`config.mk`:
```
export PLATFORM = sky130hd
export DESIGN_NAME = drp_rmw_master
export DESIGN_NICKNAME = d
export VERILOG_FILES = /design/src/rtl/drp_rmw_master.sv
export SDC_FILE = /design/constraint.sdc
export NUM_CORES = 1
export LEC_CHECK = 0
export ABC_AREA = 1
export CAP_MARGIN = 0
export CELL_PAD_IN_SITES_DETAIL_PLACEMENT = 1
export CELL_PAD_IN_SITES_GLOBAL_PLACEMENT = 1
export CORE_MARGIN = 2
export CORE_UTILIZATION = 36
export DETAILED_ROUTE_END_ITERATION = 12
export PLACE_DENSITY = 0.86
export SLEW_MARGIN = 20
export SYNTH_ARGS = -nofsm -noshare
export SYNTH_HDL_FRONTEND = slang
export SYNTH_SLANG_ARGS = --single-unit
```
`constraint.sdc`:
```
create_clock -name clk -period 3.1 [get_ports clk]
set_input_delay 0.775 -clock clk [delete_from_list [all_inputs] [get_ports clk]]
set_output_delay 0.775 -clock clk [all_outputs]
set_load 0.1 [all_outputs]
```
`src/rtl/drp_rmw_master.sv`:
```
// DRP master issuing single reads or masked read-modify-writes with per-access timeout.
// Optional read-back verification of the written word: define DRP_RMW_READBACK_VERIFY_EN.
module drp_rmw_master #(
    parameter int unsigned TIMEOUT_CYCLES = 1023
) (
    input  logic        clk,
    input  logic        reset,
    input  logic        cmd_valid,
    output logic        cmd_ready,
    input  logic        cmd_write,
    input  logic [8:0]  cmd_addr,
    input  logic [15:0] cmd_wdata,
    input  logic [15:0] cmd_mask,
    output logic        rsp_valid,
    output logic [15:0] rsp_data,
    output logic        rsp_timeout,
    output logic        rsp_mismatch,
    output logic        drp_en,
    output logic        drp_we,
    output logic [8:0]  drp_addr,
    output logic [15:0] drp_di,
    input  logic [15:0] drp_do,
    input  logic        drp_rdy
);

    typedef enum logic [2:0] {
        IDLE, RD_REQ, RD_WAIT, WR_REQ, WR_WAIT, RESP
`ifdef DRP_RMW_READBACK_VERIFY_EN
        , VF_REQ, VF_WAIT
`endif
    } state_e;

    // Last wait cycle index: the counter starts at 0 in the first wait cycle.
    localparam logic [15:0] WAIT_LAST = 16'(TIMEOUT_CYCLES - 1);

    state_e      state_q, state_d;
    logic [15:0] cnt_q, cnt_d;
    logic [8:0]  addr_q, addr_d;
    logic [15:0] wdata_q, wdata_d;
    logic [15:0] mask_q, mask_d;
    logic        write_q, write_d;
    logic [15:0] rd_q, rd_d;
    logic [15:0] rsp_data_q, rsp_data_d;
    logic        timeout_q, timeout_d;
    logic [15:0] wr_value;
    logic        wait_last;

    assign wr_value  = (wdata_q & mask_q) | (rd_q & ~mask_q);
    assign wait_last = (cnt_q == WAIT_LAST);

    assign cmd_ready   = (state_q == IDLE) && !reset;
    assign drp_addr    = addr_q;
    assign drp_di      = wr_value;
    assign rsp_data    = rsp_data_q;
    assign rsp_timeout = timeout_q;

`ifdef DRP_RMW_READBACK_VERIFY_EN
    logic mismatch_q, mismatch_d;
    assign rsp_mismatch = mismatch_q;
`else
    assign rsp_mismatch = 1'b0;
`endif

    // NOTE: every variable written here gets a default first so no latch is inferred.
    always_comb begin
        state_d    = state_q;
        cnt_d      = cnt_q;
        addr_d     = addr_q;
        wdata_d    = wdata_q;
        mask_d     = mask_q;
        write_d    = write_q;
        rd_d       = rd_q;
        rsp_data_d = rsp_data_q;
        timeout_d  = timeout_q;
`ifdef DRP_RMW_READBACK_VERIFY_EN
        mismatch_d = mismatch_q;
`endif
        drp_en     = 1'b0;
        drp_we     = 1'b0;
        rsp_valid  = 1'b0;

        case (state_q)
            IDLE: begin
                if (cmd_valid && cmd_ready) begin
                    addr_d    = cmd_addr;
                    wdata_d   = cmd_wdata;
                    mask_d    = cmd_mask;
                    write_d   = cmd_write;
                    rd_d      = 16'h0000;
                    timeout_d = 1'b0;
`ifdef DRP_RMW_READBACK_VERIFY_EN
                    mismatch_d = 1'b0;
`endif
                    // A full-mask write needs nothing from the old value.
                    state_d = (cmd_write && cmd_mask == 16'hFFFF) ? WR_REQ : RD_REQ;
                end
            end
            RD_REQ: begin
                drp_en  = 1'b1;
                cnt_d   = 16'h0000;
                state_d = RD_WAIT;
            end
            RD_WAIT: begin
                if (drp_rdy) begin
                    rd_d    = drp_do;
                    state_d = write_q ? WR_REQ : RESP;
                end else if (wait_last) begin
                    timeout_d = 1'b1;
                    state_d   = RESP;
                end else begin
                    cnt_d = cnt_q + 16'd1;
                end
            end
            WR_REQ: begin
                drp_en  = 1'b1;
                drp_we  = 1'b1;
                cnt_d   = 16'h0000;
                state_d = WR_WAIT;
            end
            WR_WAIT: begin
                if (drp_rdy) begin
`ifdef DRP_RMW_READBACK_VERIFY_EN
                    state_d = VF_REQ;
`else
                    state_d = RESP;
`endif
                end else if (wait_last) begin
                    timeout_d = 1'b1;
                    state_d   = RESP;
                end else begin
                    cnt_d = cnt_q + 16'd1;
                end
            end
`ifdef DRP_RMW_READBACK_VERIFY_EN
            VF_REQ: begin
                drp_en  = 1'b1;
                cnt_d   = 16'h0000;
                state_d = VF_WAIT;
            end
            VF_WAIT: begin
                if (drp_rdy) begin
                    if (drp_do != wr_value) mismatch_d = 1'b1;
                    state_d = RESP;
                end else if (wait_last) begin
                    timeout_d = 1'b1;
                    state_d   = RESP;
                end else begin
                    cnt_d = cnt_q + 16'd1;
                end
            end
`endif
            RESP: begin
                rsp_valid = 1'b1;
                state_d   = IDLE;
            end
            default: state_d = IDLE;
        endcase

        // Publish the original read value in the same cycle rsp_valid rises.
        if (state_d == RESP) rsp_data_d = rd_d;
    end

    // NOTE: sequential state uses non-blocking assignments only.
    always_ff @(posedge clk) begin
        if (reset) begin
            state_q    <= IDLE;
            cnt_q      <= 16'h0000;
            addr_q     <= 9'h000;
            wdata_q    <= 16'h0000;
            mask_q     <= 16'h0000;
            write_q    <= 1'b0;
            rd_q       <= 16'h0000;
            rsp_data_q <= 16'h0000;
            timeout_q  <= 1'b0;
`ifdef DRP_RMW_READBACK_VERIFY_EN
            mismatch_q <= 1'b0;
`endif
        end else begin
            state_q    <= state_d;
            cnt_q      <= cnt_d;
            addr_q     <= addr_d;
            wdata_q    <= wdata_d;
            mask_q     <= mask_d;
            write_q    <= write_d;
            rd_q       <= rd_d;
            rsp_data_q <= rsp_data_d;
            timeout_q  <= timeout_d;
`ifdef DRP_RMW_READBACK_VERIFY_EN
            mismatch_q <= mismatch_d;
`endif
        end
    end

endmodule

```
==> Word-level counts from Yosys, hierarchy flattened <==
Cells that the tools add are included.
{ "word_totals": {"regBits": 94, "latchBits": 0, "mem_bits_rw": 0, "rom_bits": 0, "inputBits": 62, "output_inout_bits": 47, "wordCells": 58, "mem_count": 0} }
{ "classes": {"add_sub_neg": 1, "n_mul": 0, "n_div": 0, "n_lt_le_gt_ge": 0, "eq_ne": 12, "shifts": 0, "mux": 20, "bitwise_logic": 4, "n_reduce_logical": 12} }
{ "ops": {"columns": ["operator", "count"], "rows": [
  ["16-bit two-way mux", 4],
  ["16-bit case mux with 2 select lines", 2],
  ["16-bit AND", 2],
  ["16-bit by 1-bit adder with 16-bit output (second input constant)", 1],
  ["16-bit by 10-bit == test with 1-bit output (second input constant)", 1],
  ["16-bit == test (second input constant)", 1],
  ["16-bit NOT", 1],
  ["16-bit bitwise OR", 1],
  ["3-bit two-way mux", 5],
  ["3-bit case mux with 5 select lines", 1],
  ["3-bit == test (second input constant)", 3],
  ["3-bit by 2-bit == test with 1-bit output (second input constant)", 2],
  ["1-bit two-way mux", 6],
  ["2-bit by 1-bit != test with 1-bit output (second input constant)", 2],
  ["2-bit != test (second input constant)", 2],
  ["4-bit AND reduction", 1],
  ["2-bit nonzero test", 2],
  ["2-bit OR reduction", 2],
  ["3-bit by 1-bit == test with 1-bit output (second input constant)", 1],
  ["1-bit logical AND", 3],
  ["3-bit zero test", 1],
  ["3-bit AND reduction", 1],
  ["2-bit two-way mux", 1],
  ["1-bit case mux with 2 select lines", 1],
  ["2 further kinds", 2]
]} }

==> Logic depth before layout (Yosys ltp) <==
Gate-level depths: netlist of the first run.
{ "logic_depth": {"depth_word": 6, "ltp_mapped": 13, "mapped_depth_nobuf": 12} }

==> Least setup slack after synthesis of the first run <==
Ideal clock, no wire load.
{ "synth_path": {"path_type": "input port to output port", "from": "input reset", "to": "output cmd_ready", "arrival_ns": 3.051, "required_time_ns": 2.325, "setup_slack_ns": -0.726, "path_stages": 2, "n_path_buf": 1, "cell_sequence": "clkbuf_1 nor3_1"} }
{ "synth_between": {"elab_chain_len": 2} }
{ "synth_lines": {"columns": ["item", "line", "source"], "rows": [
  ["from (decl)", "7", "input logic reset,"],
  ["1-bit zero test", "51", "assign cmd_ready = (state_q == IDLE) && !reset;"],
  ["1-bit logical AND", "51", null],
  ["to (decl)", "9", "output logic cmd_ready,"]
]} }
Every way passes these cells.

==> Worst setup path in the final report of the first run <==
{ "layout_path": {"from": "input reset", "to": "register rsp_data_q[13], in the netlist rsp_data[13]"} }
{ "layout_between": {"elab_chain_len": 6, "word_cells_on_any_way": 8, "classes_between": "eq/ne: 1; mux: 4; reduce/logical: 3"} }
{ "layout_lines": {"columns": ["item", "line", "source"], "rows": [
  ["1-bit zero test", "51", null],
  ["1-bit logical AND", "51", null],
  ["1-bit logical AND", "84", "if (cmd_valid && cmd_ready) begin"],
  ["3-bit two-way mux", "84", null],
  ["3-bit case mux with 5 select lines", "82", "case (state_q)"],
  ["3-bit == test", "160", "if (state_d == RESP) rsp_data_d = rd_d;"],
  ["to (signal assigned)", "186", "rsp_data_q <= rsp_data_d;"],
  ["to (decl)", "43", "logic [15:0] rsp_data_q, rsp_data_d;"]
]} }
Several ways; a longest one is shown, not always the timed one.
A chain may end at the register's enable or synchronous reset.

==> out/summary.txt, run 1 <==
Starting Density: 37.18%
DR DRC count: 0
Worst EP required: 3.34 ns
# clock sinks: 94
Die H: 112.8 um
Ant. Diodes: 0
Worst Clk Skew: 0.008953 ns
Synth Cell Area: 4264 um2
fin util: 49.21%
Overflow after GRT: 0
share of cells above drive strength 1: 12.65%
gr busiest metal: met2
Hold Path Depth: 2
Max Cap Violations: 0
hold_sp: wdata_q[12]
main area contributors after synthesis: dfxtp_1, nand2_1, inv_1
Max Buffers Root-to-Sink: 2
met1 global-route usage: 27.09%
# setup viols final: 0
Max Freq: 366.7 MHz
Placer Congestion: 0.8836
vias in the first global route: 4,255
Tmin final: 2.727 ns
worst r2r path cells: 11
pwr dens: 536.7 nW/um2
max_slew headroom: 47.37%
top_reg_cell synth: dfxtp_1
routed vias: 4,268
RSZ-0062 raised after global routing: false
initial antenna violation count: 0
most frequent cells in the layout: nand2_1, dfxtp_1, inv_1, nor2_1, clkdlybuf4s50_1
met2 Use GR: 32.34%
share of the clock period used by the worst path: 87.98%
Slew Limit Fails: 0
Cell variety after synth: 34
Die Wd: 112.8 um
Min-Delay Path Class: reg2reg
top-area cell type share of the netlist area: 44.13%
Rows: 39
hold endpoint: wdata_q[12]
Synth Net Count: 712
Setup CP Type: in2reg
Syn. warnings: 0
peak supply drop: 0.2699 mV
Min Hold Slack: 0.4694 ns
Post-synth EDFFs: 0
Worst Path Max Fanout: 32
reg2reg start: state_q[1]
total wire length: 12,980 um
Resize count post-CTS: 0
Syn Area/Cell: 6.580 um2
r2r setup slk: 0.95 ns
final cell count without fillers: 894
via-per-instance ratio: 4.774
RR Endpoint: cnt_q[11]
ys async rst share: 0%
H-Tree Depth: 3
Startpoint Class: primary input
Detailed Routing Iterations Pass 1: 4
# nets final: 810
DP HPWL: 9571 um
Total GRT Usage: 20.63%
IO Count: 109
Setup Total Neg Slack: 0 ns
Leak: 2.809 nW
Pwr Total: 3.029 mW
DIE AREA: 12,730 um2
commonest non-fill, non-tap cell in the layout: nand2_1
Port Buffers: 107
worst skew pair latency: 0.35 ns
Post-Place Cells: 878
crit end category: flop
post-DR wirelength/cell: 14.52 um
Clock Pin Slew Worst Setup and Hold Paths: 0.07 ns
clock buffer count from CTS: 9
drt first-iter violations: 210
status: finished, final reports clean
CTS tree: done
FF+latch count, synth: 94
first-pass GRT wire length: 20,730 um
met3 usage: 4.606%
largest net degree at the start of global routing: 75
Final Hold Fails: 0
cts hold-fix bufs: 0
WP data arrival: 2.96 ns
actual slew at the worst max-slew pin: 0.7895 ns
Root Driver: clkbuf_16
fill count: 1,479
sequential element share of the synthesized area: 44.13%
Core Area: 11,470 um2
Antenna Nets Post-Route: 0
# Post-CTS Setup Buffers: 0
gate count of the mapped netlist: 648
post-synth top area cell: dfxtp_1
Synth-to-Final Area Change: 32.34%
-- where the power goes --
| part | switching (mW) | internal, mW |
|---|---|---|
| logic | 0.399 | 0.167 |
| clock network | 0.499 | 0.653 |
| registers | 0.0408 | 1.27 |
-- worst max-delay path, stage by stage --
cell,delay (ns)
clkdlybuf4s50_1,0.72
inv_2,0.08
nand4_1,0.26
nor2_1,0.11
a21oi_2,0.23
nand4_4,0.42
nor2_1,0.28
nor2_1,0.08
-- cell families after synthesis --
family,share of synthesized area [%]
AO/OA/AOI/OAI,6.104
XOR/XNOR,0.6163
adder cells (fa/ha/maj),0.5868
buffers and inverters,10.03
flip-flops,44.13
other,0.08794
AND/OR/NAND/NOR,38.44
-- cell usage after synthesis (4+ instances only) --
cell type and n:
clkbuf_1 15, nor3_1 6, nand2_1 250, o21ai_0 24, buf_2 6, nand3_1 53
nor2_2 4, inv_1 72, a21oi_1 12, dfxtp_1 94, nor2_1 70, inv_2 6
-- layer usage --
metal  up-vias  routed length (um)
met5         -                   0
met4         0                 385
met3        25                 706
met2       118                5806
met1      1948                6086
li1       2177                   -
-- final cells by class --
type	count	area, um2	share of cell area [%]
Tap cell	143	178.9	3.171
Timing Repair Buffer	113	1013	17.96
Multi-Input combinational cell	449	1967	34.86
Clock inverter	6	66.31	1.175
Inverter	79	296.5	5.255
Clock buffer	10	239.0	4.235
Sequential cell	94	1882	33.35
-- how the worst max path moves through the flow --
| stage | slack, ns | from | endpoint | cells past startpoint |
|---|---|---|---|---|
| 3_3_place_gp | 0.18 | reset | rsp_data[1] | 8 |
| 5_1_grt | 0.18 | reset | rsp_data[2] | 9 |
| 4_1_cts | 0.37 | reset | rsp_data[13] | 8 |
| 3_5_place_dp | 0.08 | reset | rsp_data[4] | 9 |
| 2_1_floorplan | 0.1 | state_q[0] | drp_we | 4 |
| 6_report | 0.37 | reset | rsp_data[13] | 8 |
-- per-stage QoR --
stage | worst slack, ns | cell area [um2]
2_1_floorplan | 0.09821 | 4277
3_3_place_gp | 0.1805 | 5338
3_5_place_dp | 0.07537 | 5338
4_1_cts | 0.3734 | 5643
5_1_grt | 0.1807 | 5643
6_report | 0.3727 | 5643
-- registers in the layout, summed over array words and instances, names as in the netlist --
| signal | cells |
|---|---|
| wdata_q | 16 |
| rsp_data | 16 |
| drp_addr | 9 |
| write_q | 1 |
| rd_q | 16 |
| mask_q | 16 |
| rsp_timeout | 1 |
| cnt_q | 16 |
| state_q | 3 |
(Power assumes the default switching activity.)
==> inputs of run 2 (changes only) <==
--- a/config.mk
+++ b/config.mk
@@ -9,7 +9,7 @@
 export CAP_MARGIN = 0
 export CELL_PAD_IN_SITES_DETAIL_PLACEMENT = 1
 export CELL_PAD_IN_SITES_GLOBAL_PLACEMENT = 1
-export CORE_MARGIN = 2
+export CORE_MARGIN = 1
 export CORE_UTILIZATION = 36
 export DETAILED_ROUTE_END_ITERATION = 12
 export PLACE_DENSITY = 0.86
==> run 2 against run 1 <==
Sequential share of layout area is 0.14 points higher. Sequential cell count did not move. Register-to-register slack better by 0.04 ns. Via count is 0.37% higher. Critical path depth fell by 5. Hold slack worse by 0.0043 ns. Combinational power about the same. Final cell count up 0.11%. Count of clock-buffer cells in the layout is the same. Worst setup slack improved by 0.12 ns. Critical endpoint is now cmd_ready.
==> out/summary.txt, run 2 (same netlist as run 1, synthesis figures left out) <==
status: finished, final reports clean
IO Count: 109 (unchanged)
total wire length: 12,890 um (-0.75%)
Leak: 2.797 nW (-0.41%)
reg2reg start: state_q[1]
Worst Path Max Fanout: 4 (-88%)
Worst Clk Skew: 0.007560 ns (-0.001392 ns)
Root Driver: clkbuf_16
Max stage delay on crit path: 0.52 ns (-0.20 ns)
worst r2r path cells: 8 (-3)
# setup viols final: 0 (unchanged)
worst skew pair latency: 0.35 ns (about the same)
Min Hold Slack: 0.4651 ns (-0.004341 ns)
routed vias: 4,284 (+0.37%)
DR DRC count: 0 (unchanged)
vias in the first global route: 4,461 (+4.8%)
first-pass GRT wire length: 21,770 um (+5.0%)
Max Buffers Root-to-Sink: 2 (unchanged)
Placer Congestion: 0.8865 (+0.33%)
Setup Total Neg Slack: 0 ns (unchanged)
H-Tree Depth: 3 (unchanged)
RR Endpoint: rsp_data[10]
Min-Delay Path Class: reg2reg
Synth-to-Final Area Change: 31.78%
WP data arrival: 1.83 ns (-1.13 ns)
share of the clock period used by the worst path: 83.98% (-4.0 points)
Overflow after GRT: 0 (unchanged)
Rows: 39 (unchanged)
Setup CP Type: in2out
Startpoint Class: primary input
Worst EP required: 2.32 ns (-1.02 ns)
most frequent cells in the layout: nand2_1, dfxtp_1, inv_1, nor2_1, clkdlybuf4s50_1
actual slew at the worst max-slew pin: 0.7769 ns (-0.01257 ns)
Total GRT Usage: 22.21% (+1.6 points)
# Post-CTS Setup Buffers: 0 (unchanged)
CP cell instances: clkdlybuf4s50_1 > nor3_2 > buf_12
initial antenna violation count: 0 (unchanged)
clock buffer count from CTS: 9 (unchanged)
post-DR wirelength/cell: 14.40 um (-0.87%)
DP HPWL: 9816 um (+2.6%)
Buf/Inv on CP: 2 (unchanged)
Hold Path Depth: 2 (unchanged)
Die H: 110.8 um (-1.8%)
Ant. Diodes: 0 (unchanged)
Clock Pin Slew Worst Setup and Hold Paths: 0.07 ns (about the same)
peak supply drop: 0.2411 mV (-11%)
RSZ-0062 raised after global routing: false
Slew Limit Fails: 0 (unchanged)
Core Area: 11,470 um2 (unchanged)
share of cells above drive strength 1: 12.63% (-0.017 points)
commonest non-fill, non-tap cell in the layout: nand2_1
largest net degree at the start of global routing: 75 (unchanged)
worst setup path endpoint: cmd_ready
Resize count post-CTS: 0 (unchanged)
drt first-iter violations: 188 (-10%)
max_slew headroom: 48.20% (+0.84 points)
# nets final: 811 (+0.12%)
Max Cap Violations: 0 (unchanged)
Tmin final: 2.604 ns (-0.1237 ns)
DIE AREA: 12,280 um2 (-3.5%)
CTS tree: done
Stages on worst setup path: 3 (-5)
cts hold-fix bufs: 0 (unchanged)
Max Freq: 384.1 MHz (+4.8%)
CP delay by family, top: buffers and inverters
met1 WL: 6002 um (-1.4%)
crit end category: output pin
fin util: 49.00% (-0.21 points)
Pwr Total: 2.931 mW (-3.2%)
Detailed Routing Iterations Pass 1: 4 (unchanged)
CP startpoint: reset
top sig layer: met4
Antenna Nets Post-Route: 0 (unchanged)
slowest stage cell, crit path: clkdlybuf4s50_1
Port Buffers: 107 (unchanged)
Die Wd: 110.8 um (-1.8%)
Met3 Wirelength: 672 um (-4.8%)
metal2 WL: 5921 um (+2.0%)
Final Hold Fails: 0 (unchanged)
via-per-instance ratio: 4.787 (+0.26%)
r2r setup slk: 0.99 ns (+0.04 ns)
Starting Density: 37.18% (unchanged)
pwr dens: 521.6 nW/um2 (-2.8%)
# clock sinks: 94 (unchanged)
run 2: worst register-to-register path, stage by stage (launching register included):
cell and delay (ns):
dfxtp_1 0.50, inv_2 0.12, nand4_1 0.26, nor2_1 0.12, a21oi_2 0.22, nand4_4 0.41
nand2_1 0.22, nand2_1 0.08, nor2_1 0.12
run 2: how the worst min path moves through the flow:
stage / from / to / slack (ns)
after floorplan: wdata_q[10] / wdata_q[10] / 0.45
after global placement: wdata_q[3] / wdata_q[3] / 0.45
after detailed placement: wdata_q[7] / wdata_q[7] / 0.46
after CTS: wdata_q[7] / wdata_q[7] / 0.47
after global routing: wdata_q[7] / wdata_q[7] / 0.49
final: wdata_q[7] / wdata_q[7] / 0.47
run 2: layout make-up:
class                      instances  area, um2
clock inverter                     6      45.04
multi-input combinational        449       1967
inverter                          79      296.5
clock buffer                      10      229.0
fill                            1497       5848
tap                              143      178.9
sequential                        94       1882
timing repair buffer             114       1021
run 2: metrics by stage:
step / setup slack, ns / instances / cell area, um2
2_1_floorplan: 0.09821 / 648 / 4277
3_3_place_gp: 0.3261 / 879 / 5345
3_5_place_dp: 0.2187 / 879 / 5345
4_1_cts: 0.5009 / 895 / 5619
5_1_grt: 0.3344 / 895 / 5619
6_report: 0.4965 / 895 / 5619
run 2: power by group:
| group | total, mW | internal [mW] | leakage [nW] | switching, mW |
|---|---|---|---|---|
| Combinational | 0.567 | 0.168 | 1.89 | 0.398 |
| Clock | 1.05 | 0.552 | 0.138 | 0.501 |
| Sequential | 1.31 | 1.27 | 0.766 | 0.0421 |
run 2: per-layer routing:
| metal | GRT usage, % | up-vias |
|---|---|---|
| li1 | - | 2181 |
| met1 | 28.77 | 1982 |
| met2 | 36.19 | 100 |
| met3 | 4.538 | 21 |
| met4 | 8.711 | 0 |
| met5 | 0 | - |
